===== src/rtl/reg_file_pkg.sv =====
// Shared constants, read-source encoding and zero-register helper for the decode-stage register file.
package reg_file_pkg;

  localparam int          REG_ADDR_W  = 5;
  localparam int          REG_WIDTH   = 32;
  localparam logic [31:0] REG_ZERO_ID = 32'd0;

  typedef enum logic [1:0] {
    SRC_ENTRY  = 2'd0,
    SRC_ZERO   = 2'd1,
    SRC_BYPASS = 2'd2
  } rd_src_e;

  // True when the index addresses the hardwired-zero entry and that entry is enabled.
  function automatic logic zero_hit(input int zero_reg, input logic [31:0] id);
    return (zero_reg != 0) && (id == REG_ZERO_ID);
  endfunction

endpackage


===== src/rtl/reg_file_read_port.sv =====
// One registered read port: index mux, zero-register masking, optional write-first
// forwarding (REG_FILE_BYPASS_EN) and the output register.
module reg_file_read_port
  import reg_file_pkg::*;
#(
  parameter int WIDTH    = REG_WIDTH,
  parameter int DEPTH    = 32,
  parameter int ADDR_W   = REG_ADDR_W,
  parameter int ZERO_REG = 1
) (
  input  logic              i_clk,
  input  logic              i_rst,
`ifdef REG_FILE_BYPASS_EN
  input  logic              i_write_en,
  input  logic [ADDR_W-1:0] i_write_id,
  input  logic [WIDTH-1:0]  i_write_val,
`endif
  input  logic [ADDR_W-1:0] i_read_id,
  input  logic [WIDTH-1:0]  i_mem [DEPTH],
  output logic [WIDTH-1:0]  o_read_val
);

  rd_src_e          w_src;
  logic [WIDTH-1:0] w_next;
  logic [WIDTH-1:0] r_read_val;
  logic             w_zero_hit;

  assign w_zero_hit = zero_hit(ZERO_REG, 32'(i_read_id));

  // Zero masking wins over forwarding, so a dropped zero-entry write never leaks out.
  always_comb begin
    w_src = SRC_ENTRY;
    if (w_zero_hit) begin
      w_src = SRC_ZERO;
`ifdef REG_FILE_BYPASS_EN
    end else if (i_write_en && (i_write_id == i_read_id)) begin
      w_src = SRC_BYPASS;
`endif
    end else begin
      w_src = SRC_ENTRY;
    end
  end

  // Select the value to be captured at the next edge.
  always_comb begin
    w_next = '0;
    case (w_src)
      SRC_ZERO:   w_next = '0;
`ifdef REG_FILE_BYPASS_EN
      SRC_BYPASS: w_next = i_write_val;
`endif
      SRC_ENTRY:  w_next = i_mem[i_read_id];
      default:    w_next = '0;
    endcase
  end

  // Output register.
  always_ff @(posedge i_clk or posedge i_rst) begin
    if (i_rst) begin
      r_read_val <= '0;
    end else begin
      r_read_val <= w_next;
    end
  end

  assign o_read_val = r_read_val;

endmodule


===== src/rtl/reg_file_param.sv =====
// Parametrised register file: DEPTH x WIDTH storage, one write port, NUM_READ registered
// read ports. Define REG_FILE_BYPASS_EN for write-first same-edge forwarding.
module reg_file_param
  import reg_file_pkg::*;
#(
  parameter int WIDTH    = REG_WIDTH,
  parameter int DEPTH    = 32,
  parameter int ADDR_W   = REG_ADDR_W,
  parameter int NUM_READ = 2,
  parameter int ZERO_REG = 1
) (
  input  logic                       clock,
  input  logic                       reset,
  input  logic [NUM_READ*ADDR_W-1:0] read_id,
  input  logic                       write_en,
  input  logic [ADDR_W-1:0]          write_id,
  input  logic [WIDTH-1:0]           write_val,
  output logic [NUM_READ*WIDTH-1:0]  read_val
);

  if ((DEPTH < 2) || ((DEPTH & (DEPTH - 1)) != 0) || (ADDR_W != $clog2(DEPTH)) ||
      (NUM_READ < 1) || (NUM_READ > 4) || ((ZERO_REG != 0) && (ZERO_REG != 1))) begin : g_param_check
    $error("reg_file_param: illegal parameter combination");
  end

  logic [WIDTH-1:0] r_mem [DEPTH];
  logic             w_wr_ok;

  assign w_wr_ok = write_en && !zero_hit(ZERO_REG, 32'(write_id));

  // Entry storage; writes to the hardwired-zero entry are dropped.
  always_ff @(posedge clock or posedge reset) begin
    if (reset) begin
      for (int i = 0; i < DEPTH; i++) begin
        r_mem[i] <= '0;
      end
    end else if (w_wr_ok) begin
      r_mem[write_id] <= write_val;
    end
  end

  for (genvar p = 0; p < NUM_READ; p++) begin : g_rd
    reg_file_read_port #(
      .WIDTH   (WIDTH),
      .DEPTH   (DEPTH),
      .ADDR_W  (ADDR_W),
      .ZERO_REG(ZERO_REG)
    ) u_port (
      .i_clk      (clock),
      .i_rst      (reset),
`ifdef REG_FILE_BYPASS_EN
      .i_write_en (write_en),
      .i_write_id (write_id),
      .i_write_val(write_val),
`endif
      .i_read_id  (read_id[p*ADDR_W +: ADDR_W]),
      .i_mem      (r_mem),
      .o_read_val (read_val[p*WIDTH +: WIDTH])
    );
  end

endmodule

===== config.mk =====
export PLATFORM = sky130hd
export DESIGN_NAME = reg_file_param
export DESIGN_NICKNAME = d
export VERILOG_FILES = /design/src/rtl/reg_file_pkg.sv /design/src/rtl/reg_file_read_port.sv /design/src/rtl/reg_file_param.sv
export SDC_FILE = /design/constraint.sdc
export NUM_CORES = 2
export LEC_CHECK = 0
export BUFFER_PORTS_ARGS = -buffer_cell sky130_fd_sc_hd__buf_4
export CORE_MARGIN = 2
export CORE_UTILIZATION = 45
export DETAILED_ROUTE_END_ITERATION = 8
export GPL_TIMING_DRIVEN = 0
export PLACE_DENSITY_LB_ADDON = 0.3
export SLEW_MARGIN = 20
export SYNTH_ARGS = -nofsm -noshare
export SYNTH_HDL_FRONTEND = slang
export SYNTH_SLANG_ARGS = --single-unit

===== constraint.sdc =====
create_clock -name clock -period 72.3 [get_ports clock]
set_input_delay 10.845 -clock clock [delete_from_list [all_inputs] [get_ports clock]]
set_output_delay 10.845 -clock clock [all_outputs]
set_load 0.02 [all_outputs]

# == After elaboration in Yosys (flattened, before gate mapping) ==
# Cells that the tools add are included.
# classes
addsub,0
n_mul,0
n_div,0
n_lt_le_gt_ge,4
n_eq_ne,0
n_shift,0
mux,13
bitwise,3
n_reduce_logical,8
# ops
operator,count
bitwise mux 1024 bit,1
binary-select mux 32 bit (select 5 bit),2
two-way mux 32 bit,7
demux 32 bit (select 5 bit),1
">= comparator 6 bit, second input constant",3
inverter 5 -> 6 bit,3
logical NOT 5 bit,3
"less-than comparator 6 x 1 -> 1 bit, second input constant",1
logical NOT 2 bit,2
logical AND 1 bit,2
two-way mux 1 bit,2
logical NOT 1 bit,1
# totals
reg_bits,1088
latchBits,0
ram_bits,0
rom_bits,0
inputBits,50
out_inout_bits,64
word_cells,62
mem_count,0

# == Depth between registers and ports, before layout ==
# depth
depth_word,6
depth_mapped,9
ltp_nobuf,4

# == Modules after synthesis ==
# A second synthesis with hierarchy kept.
# hier_totals
hier_cells,3682
area_unflattened_um2,56425.4
# by_module_without_submodules
mod,n_inst,cells_per_inst,area_per_inst_um2,seq_area_each_um2
reg_file_param,1,2288,38077.8,25624.6
reg_file_read_port,2,697,9173.8,800.8

# == Worst setup path before layout ==
# No wires, ideal clock.
# synth_path
kind,input -> register
startpoint,in read_id[5]
endpoint,reg g_rd[1].u_port.r_read_val[4]
setup_ns,0.141
arrival_ns,12.276
required_time_ns,72.159
path_slack_ns,59.883
path_stages,7
n_path_buf,4
path_cell_list,buf_6 buf_12 buf_6 buf_2 mux4_2 o21ai_0 a31oi_1
# synth_between
elab_chain_len,5
word_cells_on_any_way,8
cone_classes,mux: 5; bitwise: 1; reduce/logical: 2
# synth_rtl
element,line_no,source
start: declaration,reg_file_param.sv:14,"input logic [NUM_READ*ADDR_W-1:0] read_id,"
inverter 5 -> 6 bit (not written as such),reg_file_read_port.sv:52,SRC_ENTRY: w_next = i_mem[i_read_id];
binary-select mux 32 bit (select 5 bit),reg_file_read_port.sv:52,
two-way mux 32 bit (not written as such) (2 in series),reg_file_read_port.sv:52,
two-way mux 32 bit (*),reg_file_read_port.sv:47,case (w_src)
net g_rd[1].u_port.w_next[4],reg_file_read_port.sv:24,logic [WIDTH-1:0] w_next;
end signal: assignment,reg_file_read_port.sv:62,r_read_val <= w_next;
end: declaration,reg_file_read_port.sv:25,logic [WIDTH-1:0] r_read_val;
# The timed path passes the listed nets; every way through them passes the cells marked *. The select of a mux whose other input is x is not followed.
# A chain may end at the register's enable or synchronous reset.

# == Final worst setup path ==
# layout_path
startpoint,in read_id[3]
endpoint,reg g_rd[0].u_port.r_read_val[0]
# layout_between
elab_chain_len,5
word_cells_on_any_way,8
cone_classes,mux: 5; bitwise: 1; reduce/logical: 2
# layout_rtl
element,line_no
inverter 5 -> 6 bit (not written as such),reg_file_read_port.sv:52
binary-select mux 32 bit (select 5 bit),reg_file_read_port.sv:52
two-way mux 32 bit (not written as such) (2 in series),reg_file_read_port.sv:52
two-way mux 32 bit (*),reg_file_read_port.sv:47
net g_rd[0].u_port.w_next[0],reg_file_read_port.sv:24
end signal: assignment,reg_file_read_port.sv:62
end: declaration,reg_file_read_port.sv:25
# Marked as above.

==> results by group <==
Outcome
  – Status: finished clean

Routing
  – Final WL: 204 mm
  – Total number of vias: 38,100
  – Via/cell ratio: 6.81
  – Antenna Nets Post-Route: 0
  – Initial detailed-routing violation count: 4,888
  – DR pass1 iterations: 6
  – Remaining DRCs: 0
  – WL/cell: 36.4 um

Critical path
  – Worst-path cell chain: buf_4 > clkbuf_1 > and2_1 > clkbuf_1 > clkbuf_1 > a22oi_1 > a311oi_1
  – Crit-path max cell delay: 1.11 ns
  – CP required: 72.81 ns
  – Startpoint Class: input pin
  – CP Data Arrival Time: 14.66 ns
  – Worst path slowest cell: a311oi_1
  – Reg-to-reg slack, setup: 69.96 ns
  – CP dominant cell by count: clkbuf_1
  – Crit path kind: in2reg
  – Critical Path End Type: flop
  – Worst Path Max Fanout: 10

STA
  – RSZ-0062 raised after global routing: false
  – Fin crit period: 14.14 ns
  – Fmax: 70.7 MHz
  – Rel. slew slack: 13.8%
  – Final setup fails: 0
  – Setup_tns: 0 ns
  – Clock Skews: 0.0267 ns
  – Final Hold Violating Endpoints: 0
  – Fin. max-slew vios: 0
  – Final period util: 19.6%
  – Tightest Pin Transition: 1.29 ns

Place
  – DP Area: 59,100 sq um
  – Number of port buffers: 105
  – Routability cong.: 0.957
  – HPWL after DPL: 144 mm

Synthesis
  – Yosys cell types: 36
  – Number of synthesized flops with an enable pin: 0
  – Sequential element share of the synthesized area: 48.7%
  – Post-synth ARST share: 100%
  – Cell count after synthesis: 3,644
  – Mapped Area: 55,900 sq um
  – Synth Register Bits: 1,088
  – Dominant synthesized flop cell: dfrtp_1
  – Syn_nets: 3,694
  – Syn_area_per_cell: 15.3 sq um
  – Synthesis warning total: 0

Floorplan
  – Core Area: 123,000 sq um
  – Cell row count: 129
  – Die Wd: 356 um
  – Die ar.: 127,000 sq um
  – Starting Density: 45.3%
  – # IOs: 114
  – Chip height: 356 um

Clock tree
  – Longest Clk Path Bufs: 3
  – Hold buffers post-CTS: 0
  – Worst-path clk slew: 0.06 ns
  – Post-cts gate resize count: 0
  – Htree depth: 3
  – Setup bufs post-CTS: 0
  – Worst-Skew Late Latency: 0.76 ns
  – Root Buffer Master: clkbuf_16
  – CTS tree: done
  – Clock sink count: 1,088
  – Cts bufs inserted: 113

Power
  – Leakage: 27.2 nW
  – Max VDD drop: 19.2 uV
  – Cell Pwr Density: 28.4 nW/um^2
  – Tot Pwr: 1.79 mW

Flow run
  – Max-cap viol count: 0

Cells and area
  – Commonest non-fill, non-tap cell in the layout: dfrtp_1
  – Area growth from synthesis to layout: 12.4%
  – Commonest cells after routing, fill and taps aside: dfrtp_1 (1,088), mux2_2 (1,024), mux4_2 (448)
  – Register area: 27,200 sq um
  – Final instance area: 62,900 sq um
  – Nets: 3,926
  – Fill count: 10,400
  – Area of the multi-input gates: 26,700 sq um
  – Layout cell share with drive strength beyond 1: 49.1%

Global route
  – Vias in the first global route: 38,300
  – Largest net degree at the start of global routing: 104
  – Initial antenna violation count: 9
  – GRT Total Usage: 32.2%
  – Overflow after GRT: 0
  – First-pass GRT wire length: 288 mm

Worst hold path
  – Hold Crit Class: reg2reg
==> registers in the layout, indices dropped and copies added, names as in the netlist <==
name                    count
g_rd.u_port.o_read_val     64
r_mem                    1024
==> power breakdown <==
part / switching, mW / internal [mW] / leakage [nW]
sequential: 0.0867 / 0.724 / 13.9
clock: 0.259 / 0.344 / 1.87
combinational: 0.167 / 0.205 / 11.4
==> layout make-up <==
type / instances / share of cell area (%)
flip-flops and latches: 1088 / 43.3
multi-input cells: 2133 / 42.4
clock buffers: 164 / 5.31
well taps: 1637 / 3.26
plain buffers: 420 / 3.20
repair buffers: 117 / 1.76
clock inverters: 39 / 0.673
inverters: 3 / 0.0299
diodes: 4 / 0.0159
==> worst max-delay path: cells and delay by family <==
kind | cells | cell delay (ns)
buf+inv | 4 | 2.03
simple gates | 1 | 0.26
compound gates | 2 | 1.49
==> Yosys cell counts, types with 37 or more instances <==
cell type	instances	area, sq um
dfrtp_1	1088	27200
o21ai_0	55	275
a221oi_1	45	394
clkbuf_1	218	818
mux2i_1	192	1920
buf_4	49	368
nand2_1	54	203
buf_2	95	475
mux2_2	1024	11500
a22oi_1	64	480
buf_1	47	176
nor2b_1	37	231
mux4_2	448	10100
==> metal layers <==
metal | GRT usage, % | vias up | wire, um
li1 | - | 14600 | -
met1 | 42.7 | 20500 | 78500
met2 | 46.5 | 2473 | 88500
met3 | 10.7 | 566 | 24000
met4 | 18.0 | 6 | 13200
met5 | 0 | - | 43
==> stage by stage <==
| stage | instances | worst slack, ns | hold slack [ns] | utilization (%) |
|---|---|---|---|---|
| finish | 5605 | 58.16 | 0.473 | 50.9 |
| global route | 5601 | 58.37 | 0.500 | 50.9 |
| CTS | 5600 | 58.53 | 0.480 | 50.9 |
| detailed placement | 5397 | 57.75 | 0.468 | 47.8 |
| global placement | 5386 | 18.73 | 0.453 | 47.6 |
| floorplan | 3644 | 30.82 | 0.441 | - |
==> worst paths after layout <==
check | from | endpoint | cells after the start
min in group asynchronous | reset | r_mem[237] | 2
max in group asynchronous | reset | r_mem[857] | 6
min reg2reg | r_mem[1009] | r_mem[1009] | 1
min | r_mem[1009] | r_mem[1009] | 1
max | read_id[3] | g_rd[0].u_port.o_read_val[0] | 7
max reg2reg | r_mem[353] | g_rd[0].u_port.o_read_val[1] | 4
==> logic make-up (layout without fill, tap and decap cells) <==
group           count (synthesis)  after routing  share of synthesized area (%)
other cells                     0              4                              0
flops                        1088           1088                           48.7
buf+inv                       423            743                           3.59
compound gates                333            333                           4.41
simple gates                  136            136                           1.20
mux                          1664           1664                           42.1
No activity file was read; power rests on OpenSTA's default activity.
